### config.mk
export PLATFORM = sky130hd
export DESIGN_NAME = packed_field_writer
export DESIGN_NICKNAME = d
export VERILOG_FILES = /design/src/rtl/packed_field_pkg.sv /design/src/rtl/packed_field_range_check.sv /design/src/rtl/packed_field_writer.sv
export SDC_FILE = /design/constraint.sdc
export NUM_CORES = 1
export LEC_CHECK = 0
export CAP_MARGIN = 25
export CORE_MARGIN = 5
export CORE_UTILIZATION = 45
export CTS_CLUSTER_DIAMETER = 60
export DETAILED_ROUTE_END_ITERATION = 12
export PLACE_DENSITY_LB_ADDON = 0.12
export REMOVE_ABC_BUFFERS = 1
export SYNTH_ARGS = -nofsm -noshare
export SYNTH_HDL_FRONTEND = slang
export SYNTH_SLANG_ARGS = --single-unit
### constraint.sdc
create_clock -name clk -period 7 [get_ports clk]
set_input_delay 1.05 -clock clk [delete_from_list [all_inputs] [get_ports clk]]
set_output_delay 1.05 -clock clk [all_outputs]
set_load 0.01 [all_outputs]
### src/rtl/packed_field_pkg.sv
// Shared types and helpers for the packed field writer.
// Optional readback of the previous field is enabled by defining
// FIELD_WRITER_READBACK_EN (see packed_field_writer).
package packed_field_pkg;

    typedef enum logic [1:0] {
        IDLE = 2'd0,
        EXEC = 2'd1,
        RESP = 2'd2
    } state_e;

    typedef enum logic {
        DIR_UP   = 1'b0,   // ascending  +:
        DIR_DOWN = 1'b1    // descending -:
    } dir_e;

    // Field widths the writer accepts.
    localparam int WIDTH_1 = 1;
    localparam int WIDTH_2 = 2;
    localparam int WIDTH_4 = 4;
    localparam int WIDTH_8 = 8;

    function automatic logic is_legal_width(input logic signed [31:0] w);
        return (w == WIDTH_1) || (w == WIDTH_2) || (w == WIDTH_4) || (w == WIDTH_8);
    endfunction

endpackage

### src/rtl/packed_field_range_check.sv
// Combinational legality check and bit-enable mask for one indexed
// part-select (+: or -:) on a VEC_W-bit vector. Also reports the lowest
// bit index of the field so the caller can align data to it.
module packed_field_range_check
    import packed_field_pkg::*;
#(
    parameter int VEC_W = 32
) (
    input  logic signed [31:0] i_start,
    input  logic signed [31:0] i_width,
    input  dir_e               i_dir,
    output logic               o_legal,
    output logic signed [31:0] o_lo,
    output logic [VEC_W-1:0]   o_mask
);

    logic               w_width_ok;
    logic               w_up_ok;
    logic               w_down_ok;
    logic signed [31:0] w_hi;

    // Width is gated first, so the subtractions below can never overflow
    // for a request that is finally declared legal. The upper bound is
    // written as start <= VEC_W - width so a huge start cannot wrap.
    always_comb begin
        w_width_ok = is_legal_width(i_width);
        w_up_ok    = (i_start >= 0) && (i_start <= (VEC_W - i_width));
        w_down_ok  = (i_start >= (i_width - 1)) && (i_start < VEC_W);
        o_legal    = w_width_ok && ((i_dir == DIR_DOWN) ? w_down_ok : w_up_ok);
        o_lo       = (i_dir == DIR_DOWN) ? (i_start - i_width + 1) : i_start;
        w_hi       = o_lo + i_width - 1;
    end

    // One enable per vector bit: set when the bit lies inside [lo, hi].
    generate
        for (genvar gi = 0; gi < VEC_W; gi++) begin : g_mask
            localparam logic signed [31:0] BIT_IDX = gi;
            assign o_mask[gi] = o_legal && (BIT_IDX >= o_lo) && (BIT_IDX <= w_hi);
        end
    endgenerate

endmodule

### src/rtl/packed_field_writer.sv
// Sequential writer of 1/2/4/8-bit fields into a held VEC_W-bit vector.
// One request at a time: IDLE accepts, EXEC checks and writes, RESP holds
// the response until consumed.
// Define FIELD_WRITER_READBACK_EN to return the previous field contents
// on rsp_old; otherwise rsp_old is constant zero.
module packed_field_writer
    import packed_field_pkg::*;
#(
    parameter int VEC_W  = 32,
    parameter int DATA_W = 8
) (
    input  logic               clk,
    input  logic               rst_n,
    input  logic               clear,
    input  logic               req_valid,
    output logic               req_ready,
    input  logic signed [31:0] req_start,
    input  logic signed [31:0] req_width,
    input  logic               req_dir,
    input  logic [DATA_W-1:0]  req_data,
    output logic               rsp_valid,
    input  logic               rsp_ready,
    output logic               rsp_err,
    output logic [DATA_W-1:0]  rsp_old,
    output logic [VEC_W-1:0]   vec_out
);

    state_e             r_state;
    state_e             w_state_next;

    logic signed [31:0] r_start;
    logic signed [31:0] r_width;
    dir_e               r_dir;
    logic [DATA_W-1:0]  r_data;

    logic [VEC_W-1:0]   r_vec;
    logic               r_rsp_err;

    logic               w_legal;
    logic signed [31:0] w_lo;
    logic [VEC_W-1:0]   w_mask;
    logic [VEC_W-1:0]   w_field;

    // Range check works on the captured request, so it is only meaningful in EXEC.
    packed_field_range_check #(
        .VEC_W (VEC_W)
    ) u_range_check (
        .i_start (r_start),
        .i_width (r_width),
        .i_dir   (r_dir),
        .o_legal (w_legal),
        .o_lo    (w_lo),
        .o_mask  (w_mask)
    );

    // Data aligned to the field's low bit; the mask discards data bits above width.
    assign w_field = VEC_W'(r_data) << w_lo;

    // State register.
    always_ff @(posedge clk or negedge rst_n) begin
        if (!rst_n) begin
            r_state <= IDLE;
        end else begin
            r_state <= w_state_next;
        end
    end

    // Next-state logic: EXEC is always a single cycle.
    always_comb begin
        w_state_next = r_state;
        case (r_state)
            IDLE:    if (req_valid) w_state_next = EXEC;
            EXEC:    w_state_next = RESP;
            RESP:    if (rsp_ready) w_state_next = IDLE;
            default: w_state_next = IDLE;
        endcase
    end

    // Capture the request on acceptance; requests outside IDLE are ignored.
    always_ff @(posedge clk or negedge rst_n) begin
        if (!rst_n) begin
            r_start <= '0;
            r_width <= '0;
            r_dir   <= DIR_UP;
            r_data  <= '0;
        end else if ((r_state == IDLE) && req_valid) begin
            r_start <= req_start;
            r_width <= req_width;
            r_dir   <= dir_e'(req_dir);
            r_data  <= req_data;
        end
    end

    // Held vector: clear wins over a same-cycle field write.
    always_ff @(posedge clk or negedge rst_n) begin
        if (!rst_n) begin
            r_vec <= '0;
        end else if (clear) begin
            r_vec <= '0;
        end else if ((r_state == EXEC) && w_legal) begin
            r_vec <= (r_vec & ~w_mask) | (w_field & w_mask);
        end
    end

    // Error flag is loaded in EXEC and held through RESP.
    always_ff @(posedge clk or negedge rst_n) begin
        if (!rst_n) begin
            r_rsp_err <= 1'b0;
        end else if (r_state == EXEC) begin
            r_rsp_err <= !w_legal;
        end
    end

`ifdef FIELD_WRITER_READBACK_EN
    logic [DATA_W-1:0] r_rsp_old;
    logic [DATA_W-1:0] w_old_field;

    // Old field uses the same mask/alignment as the write, sampled before it lands.
    assign w_old_field = DATA_W'((r_vec & w_mask) >> w_lo);

    // Readback loaded in EXEC; zero for illegal requests.
    always_ff @(posedge clk or negedge rst_n) begin
        if (!rst_n) begin
            r_rsp_old <= '0;
        end else if (r_state == EXEC) begin
            r_rsp_old <= w_legal ? w_old_field : '0;
        end
    end

    assign rsp_old = r_rsp_old;
`else
    assign rsp_old = '0;
`endif

    assign req_ready = (r_state == IDLE);
    assign rsp_valid = (r_state == RESP);
    assign rsp_err   = r_rsp_err;
    assign vec_out   = r_vec;

endmodule

==> results of run 1 <==
## layout by cell type, fill, tap and decap left out, types with 38 or more instances in the layout
cell type,instances
inv_1,125
ha_1,187
a21oi_1,134
xnor2_1,78
o21ai_0,125
buf_4,110
nor2_1,129
nand4_1,38
nor3_1,55
nand2_1,207
nand3_1,41
mux2_2,50
clkdlybuf4s50_1,111
dfrtp_1,106
## flip-flops by register name, summed over array words and instances (netlist names)
| register | cells |
|---|---|
| r_data | 8 |
| r_dir | 1 |
| r_state | 2 |
| rsp_err | 1 |
| r_width | 32 |
| vec_out | 32 |
| r_start | 32 |
## cells by family after synthesis
| kind of cell | after synthesis |
|---|---|
| buffers and inverters | 212 |
| other | 1 |
| flip-flops | 108 |
| XOR/XNOR | 95 |
| adder cells (fa/ha/maj) | 189 |
| AND/OR/NAND/NOR | 614 |
| AO/OA/AOI/OAI | 500 |
| multiplexers | 81 |
## metal layers
layer	global-route usage [%]	share of wire, %	wire length (microns)	vias to the layer above
li1	-	-	-	6867
met1	40.1	43	22800	6858
met2	48.8	45	23600	629
met3	5.75	7.5	3950	116
met4	13.2	4.4	2330	0
met5	0	0	0	-
## critical path: cells and delay by family, from the launching register on
family          cells  cell delay (ns)
xor+xnor            3             0.39
simple gates        7             1.75
buf+inv             4             0.43
flops               1             0.40
compound gates     10             2.26
fa+ha+maj           4             1.38
## through the flow
stage	worst slack (ns)	cells	hold WS (ns)
after global routing	0.00476	2357	0.544
after floorplan	0.261	1725	0.503
after CTS	0.130	2356	0.515
final	0.310	2357	0.512
after global placement	0.181	2341	0.496
after detailed placement	0.184	2341	0.497
## cell usage after synthesis (all sizes together), types with 17 or more instances
library cell	number	area share (%)
o211ai	22	1.2
a31oi	20	0.90
nor2b	17	0.77
a21oi	137	5.0
mux2i	31	2.2
nand2b	18	0.81
dfrtp	108	20
ha	187	17
nand4	38	1.7
xnor2	80	5.1
o21ai	130	4.7
inv	126	3.4
nand3	41	1.5
nand2	208	5.7
a211oi	22	1.3
nor4	19	0.86
nor3	56	2.1
clkbuf	66	1.8
mux2	50	4.1
a21o	31	1.7
nor2	131	3.6
## layout make-up
| type | count | area [sq um] | area share (%) |
|---|---|---|---|
| Inverter | 130 | 488 | 2.99 |
| Clock buffer | 11 | 253 | 1.55 |
| Multi-Input combinational cell | 1487 | 10400 | 63.6 |
| Clock inverter | 4 | 55.1 | 0.338 |
| Tap cell | 396 | 495 | 3.04 |
| Timing Repair Buffer | 221 | 1940 | 11.9 |
| Sequential cell | 108 | 2710 | 16.6 |
## what timing repair did
action / in CTS / in global routing
setup endpoints to repair: 0 / 32
hold endpoints to repair: 0 / 0
resized for setup: 0 / 13
setup buffers: 0 / 1
hold buffers: 0 / 0
## path summary, 6_finish.rpt
path                                  from     endpoint  slack (ns)
worst min-delay path               rsp_err      rsp_err        0.51
worst max register to register  r_start[1]  vec_out[21]        0.31
min in group asynchronous            rst_n   r_start[6]        0.68
worst min register to register     rsp_err      rsp_err        0.51
worst max-delay path            r_start[1]  vec_out[21]        0.31
max in group asynchronous            rst_n    r_data[1]        5.04
==> results_dict.tcl, run 1 <==
set metrics [dict create \
    clk_latency_ns 0.40 \
    drtPass1Iterations 6 \
    io_pins 121 \
    track_usage_pct 30.5 \
    worstMarginPinSlew_ns 0.921 \
    avgSynthCellArea_sq_um 7.69 \
    fin_setup_tns_ns 0 \
    yosys-mux-area-fraction_pct 6.31 \
    final_max_slew_viol_count 0 \
    cts.path.max_buffers 2 \
    dp_hpwl_microns 43000 \
    skew_ns 0.0220 \
    syn-cell-area_sq_um 13800 \
    wl_microns 52700 \
    grt_max_degree 87 \
    nFillCells 2971 \
    die_w_microns 185 \
    wire_per_inst_microns 22.4 \
    required_ns 7.31 \
    final_util_pct 53.5 \
    worst-path-max-fanout 9 \
    path_common_cell "ha_1" \
    fin_crit_sh_pct 95.6 \
    antenna_cells 0 \
    drc 0 \
    synth_edf_count 0 \
    end_kind "flop" \
    hold_class "flop to flop" \
    core_region_area_sq_um 30500 \
    rsz0062_at_grt "false" \
    synth-seq-area-share_pct 19.5 \
    period_minus_slack_ns 6.69 \
    synthXorXnorAreaFrac_pct 6.01 \
    slowest_stage "or4_1" \
    clk_pin_slew_worst_paths_ns 0.08 \
    synth_top_family_by_area "compound AO/OA/AOI/OAI gates" \
    gr-total-overflow 0 \
    yosysUniqueCellTypes 81 \
    start_util_pct 45.4 \
    rows 64 \
    die-area_sq_um 34400 \
    syn_to_final_growth_pct 17.9 \
    relSlewSlack_pct 38.0 \
    crit_arrival_ns 7.00 \
    finalHoldViolations 0 \
    grt_pass1_vias 14000 \
    syn_inst 1800 \
    cp-start-kind "flop" \
    rr_worst_depth 28 \
    drive_gt1_share_pct 11.1 \
    whs_path_depth 1 \
    die_h_microns 185 \
    clock_sinks 108 \
    critPathMaxStageDelay_ns 0.48 \
    ys_ff_latch 108 \
    antenna_found_initial 0 \
    status "finished, final reports clean" \
    ctsHtreeMaxLevel 3 \
    viasPerCell 6.14 \
    final_nets 2224 \
    dr_total_vias 14500 \
    numCtsBuffers 9 \
    gp_congestion 0.986 \
    drv_cap 0 \
    synth-warning-count 0 \
    port_buffers 112 \
    grt_pass1_wl_microns 81200 \
    synth_fa_ha_area_share_pct 17.2 \
    path_class "flop to flop" \
    cts_tree "done" \
    synth_compound_area_share_pct 23.3 \
    fin_area_sq_um 16300 \
    cts_root_buf "clkbuf_16" \
    synth-simple-area-share_pct 21.5 \
    drtIter0Drc 1491 \
    max_freq_ghz 0.149 \
    ant_nets 0 \
    finalSetupViolCount 0 \
    ys_async_sr_fraction_pct 100 \
    placed_area_sq_um 15900 \
    ys.flop_type "dfrtp_1" \
]
Power of run 1 is not shown: default switching activity piles up to over one toggle a cycle in this logic, so the estimate is an artifact.
==> inputs of run 2 (changes only) <==
--- a/config.mk
+++ b/config.mk
@@ -8,7 +8,7 @@
 export CAP_MARGIN = 25
 export CORE_MARGIN = 5
 export CORE_UTILIZATION = 45
-export CTS_CLUSTER_DIAMETER = 60
+export CTS_CLUSTER_DIAMETER = 120
 export DETAILED_ROUTE_END_ITERATION = 12
 export PLACE_DENSITY_LB_ADDON = 0.12
 export REMOVE_ABC_BUFFERS = 1
==> results of run 2 <==
No change in the layout: final DEF, timing and power equal those of run 1.
Power of run 2 is left out for the same reason.
==> inputs of run 3 (changes only) <==
--- a/config.mk
+++ b/config.mk
@@ -10,6 +10,7 @@
 export CORE_UTILIZATION = 45
 export CTS_CLUSTER_DIAMETER = 120
 export DETAILED_ROUTE_END_ITERATION = 12
+export GPL_TIMING_DRIVEN = 0
 export PLACE_DENSITY_LB_ADDON = 0.12
 export REMOVE_ABC_BUFFERS = 1
 export SYNTH_ARGS = -nofsm -noshare
==> run 3 against run 2 <==
Compared with the run above:
- design area fell by 2.0%
- flip-flop and latch count unchanged
- die area unchanged
- register-to-register slack lost 0.08 ns
- setup slack worse by 0.081 ns
- non-clock buffer count down 83
- global-route usage shrank 1.2 points
- cell count decreased by 3.5%
- via count decreased by 1.3%
- core utilization fell by 1.1 points
- critical path type unchanged
==> results_dict.tcl, run 3 (synthesis results as in run 1) <==
set metrics [dict create \
    drtIter0Drc 1312 \
    start_util_pct 45.4 \
    cts_root_buf "clkbuf_16" \
    final_max_slew_viol_count 0 \
    hold_buffers 0 \
    antenna_cells 0 \
    drv_cap 0 \
    clock_sinks 108 \
    required_ns 7.29 \
    path_common_cell "ha_1" \
    die_h_microns 185 \
    viasPerCell 6.28 \
    grt_pass1_wl_microns 78300 \
    finalSetupViolCount 0 \
    ctsHtreeMaxLevel 3 \
    critPathMaxStageDelay_ns 0.50 \
    end_kind "flop" \
    worst-path-max-fanout 15 \
    cts.path.max_buffers 2 \
    place_ws_ns -1.09 \
    crit_cells 25 \
    clk_latency_ns 0.40 \
    drtPass1Iterations 5 \
    die_w_microns 185 \
    cts_tree "done" \
    period_minus_slack_ns 6.77 \
    antenna_found_initial 0 \
    rr_worst_depth 25 \
    core_region_area_sq_um 30500 \
    gp_congestion 0.963 \
    dp_hpwl_microns 40200 \
    whs_path_depth 2 \
    worst-path-buf-inv 3 \
    path_class "flop to flop" \
    fin_crit_sh_pct 96.7 \
    gr-total-overflow 0 \
    final_common_cell "nand2_1" \
    port_buffers 112 \
    grt_pass1_vias 13600 \
    nFillCells 3001 \
    status "finished, final reports clean" \
    ant_nets 0 \
    final_util_pct 52.4 \
    cp-start-kind "flop" \
    die-area_sq_um 34400 \
    critPathTopFamily "compound AO/OA/AOI/OAI gates" \
    drc 0 \
    wl_microns 50600 \
    clk_pin_slew_worst_paths_ns 0.08 \
    wire_per_inst_microns 22.2 \
    grt_max_degree 67 \
    whs_ns 0.533 \
    skew_ns 0.0150 \
    track_usage_pct 29.3 \
    dr_total_vias 14300 \
    hold_class "flop to flop" \
    drive_gt1_share_pct 9.37 \
    crit_arrival_ns 7.06 \
    placed_area_sq_um 15300 \
    worstMarginPinSlew_ns 1.16 \
    slowest_stage "dfrtp_2" \
    max_freq_ghz 0.148 \
    numCtsBuffers 9 \
    io_pins 121 \
    rsz0062_at_grt "false" \
    rows 64 \
    layout_common_cells "205 x nand2_1, 182 x ha_1, 129 x nor2_1, 127 x a21oi_1, 123 x o21ai_0" \
    final_nets 2141 \
    finalWorstSetupSlack_ns 0.229 \
    fin_area_sq_um 16000 \
    finalHoldViolations 0 \
    relSlewSlack_pct 21.9 \
    syn_to_final_growth_pct 15.5 \
]
-- run 3: final cells by class --
| class | count | area [sq um] | share of cell area (%) |
|---|---|---|---|
| multi-input cells | 1487 | 10600 | 66.1 |
| flip-flops and latches | 108 | 2710 | 16.9 |
| repair buffers | 138 | 1410 | 8.80 |
| inverters | 130 | 507 | 3.17 |
| well taps | 396 | 495 | 3.10 |
| clock buffers | 9 | 225 | 1.41 |
| clock inverters | 7 | 81.3 | 0.509 |
-- run 3: path summary, 6_finish.rpt --
| check | startpoint | end | slack [ns] |
|---|---|---|---|
| min in group asynchronous | rst_n | r_start[11] | 0.58 |
| max in group asynchronous | rst_n | r_data[5] | 5.71 |
| min | vec_out[13] | vec_out[13] | 0.53 |
| max reg2reg | r_width[4] | vec_out[10] | 0.23 |
| min reg2reg | vec_out[13] | vec_out[13] | 0.53 |
| max | r_width[4] | vec_out[10] | 0.23 |
-- run 3: per-stage QoR --
| step | TNS (ns) | std cells |
|---|---|---|
| floorplan | 0 | 1725 |
| global placement | -79.30 | 2233 |
| detailed placement | -20.45 | 2243 |
| CTS | 0 | 2263 |
| global route | 0 | 2275 |
| finish | 0 | 2275 |
-- run 3: routing by layer --
layer  up-vias  track usage [%]  wire length [microns]  part of all wire (%)
met3       105             4.99                   4400                   8.7
li1       6718                -                      -                     -
met2       709             47.4                  22900                    45
met4         0             11.2                   1770                   3.5
met1      6755             39.2                  21500                    43
met5         -                0                      0                     0
-- run 3: worst reg2reg max path, cell delays in order, from the launching register on --
cell and delay [ns]:
dfrtp_2 0.50, clkinvlp_4 0.18, ha_1 0.29, ha_1 0.38, o211ai_1 0.21, o211ai_1 0.38, nand4_1 0.23, a211o_1 0.39
a211oi_2 0.26, xnor2_2 0.21, a21oi_1 0.15, ha_1 0.29, inv_1 0.04, ha_1 0.41, a21o_1 0.20, a21o_1 0.16
a21oi_1 0.16, nand3_1 0.14, nor2_1 0.12, a31oi_1 0.13, xnor2_2 0.30, xor2_1 0.17, buf_4 0.23, or3_4 0.48
nor3_1 0.28, mux2_2 0.36
-- run 3: what timing repair did --
item,in CTS,in global routing
pin swaps,2,7
resized for setup,22,44
setup buffers,4,10
endpoints found under the setup margin,32,32
cloned,0,0
Power of run 3 is left out for the same reason.
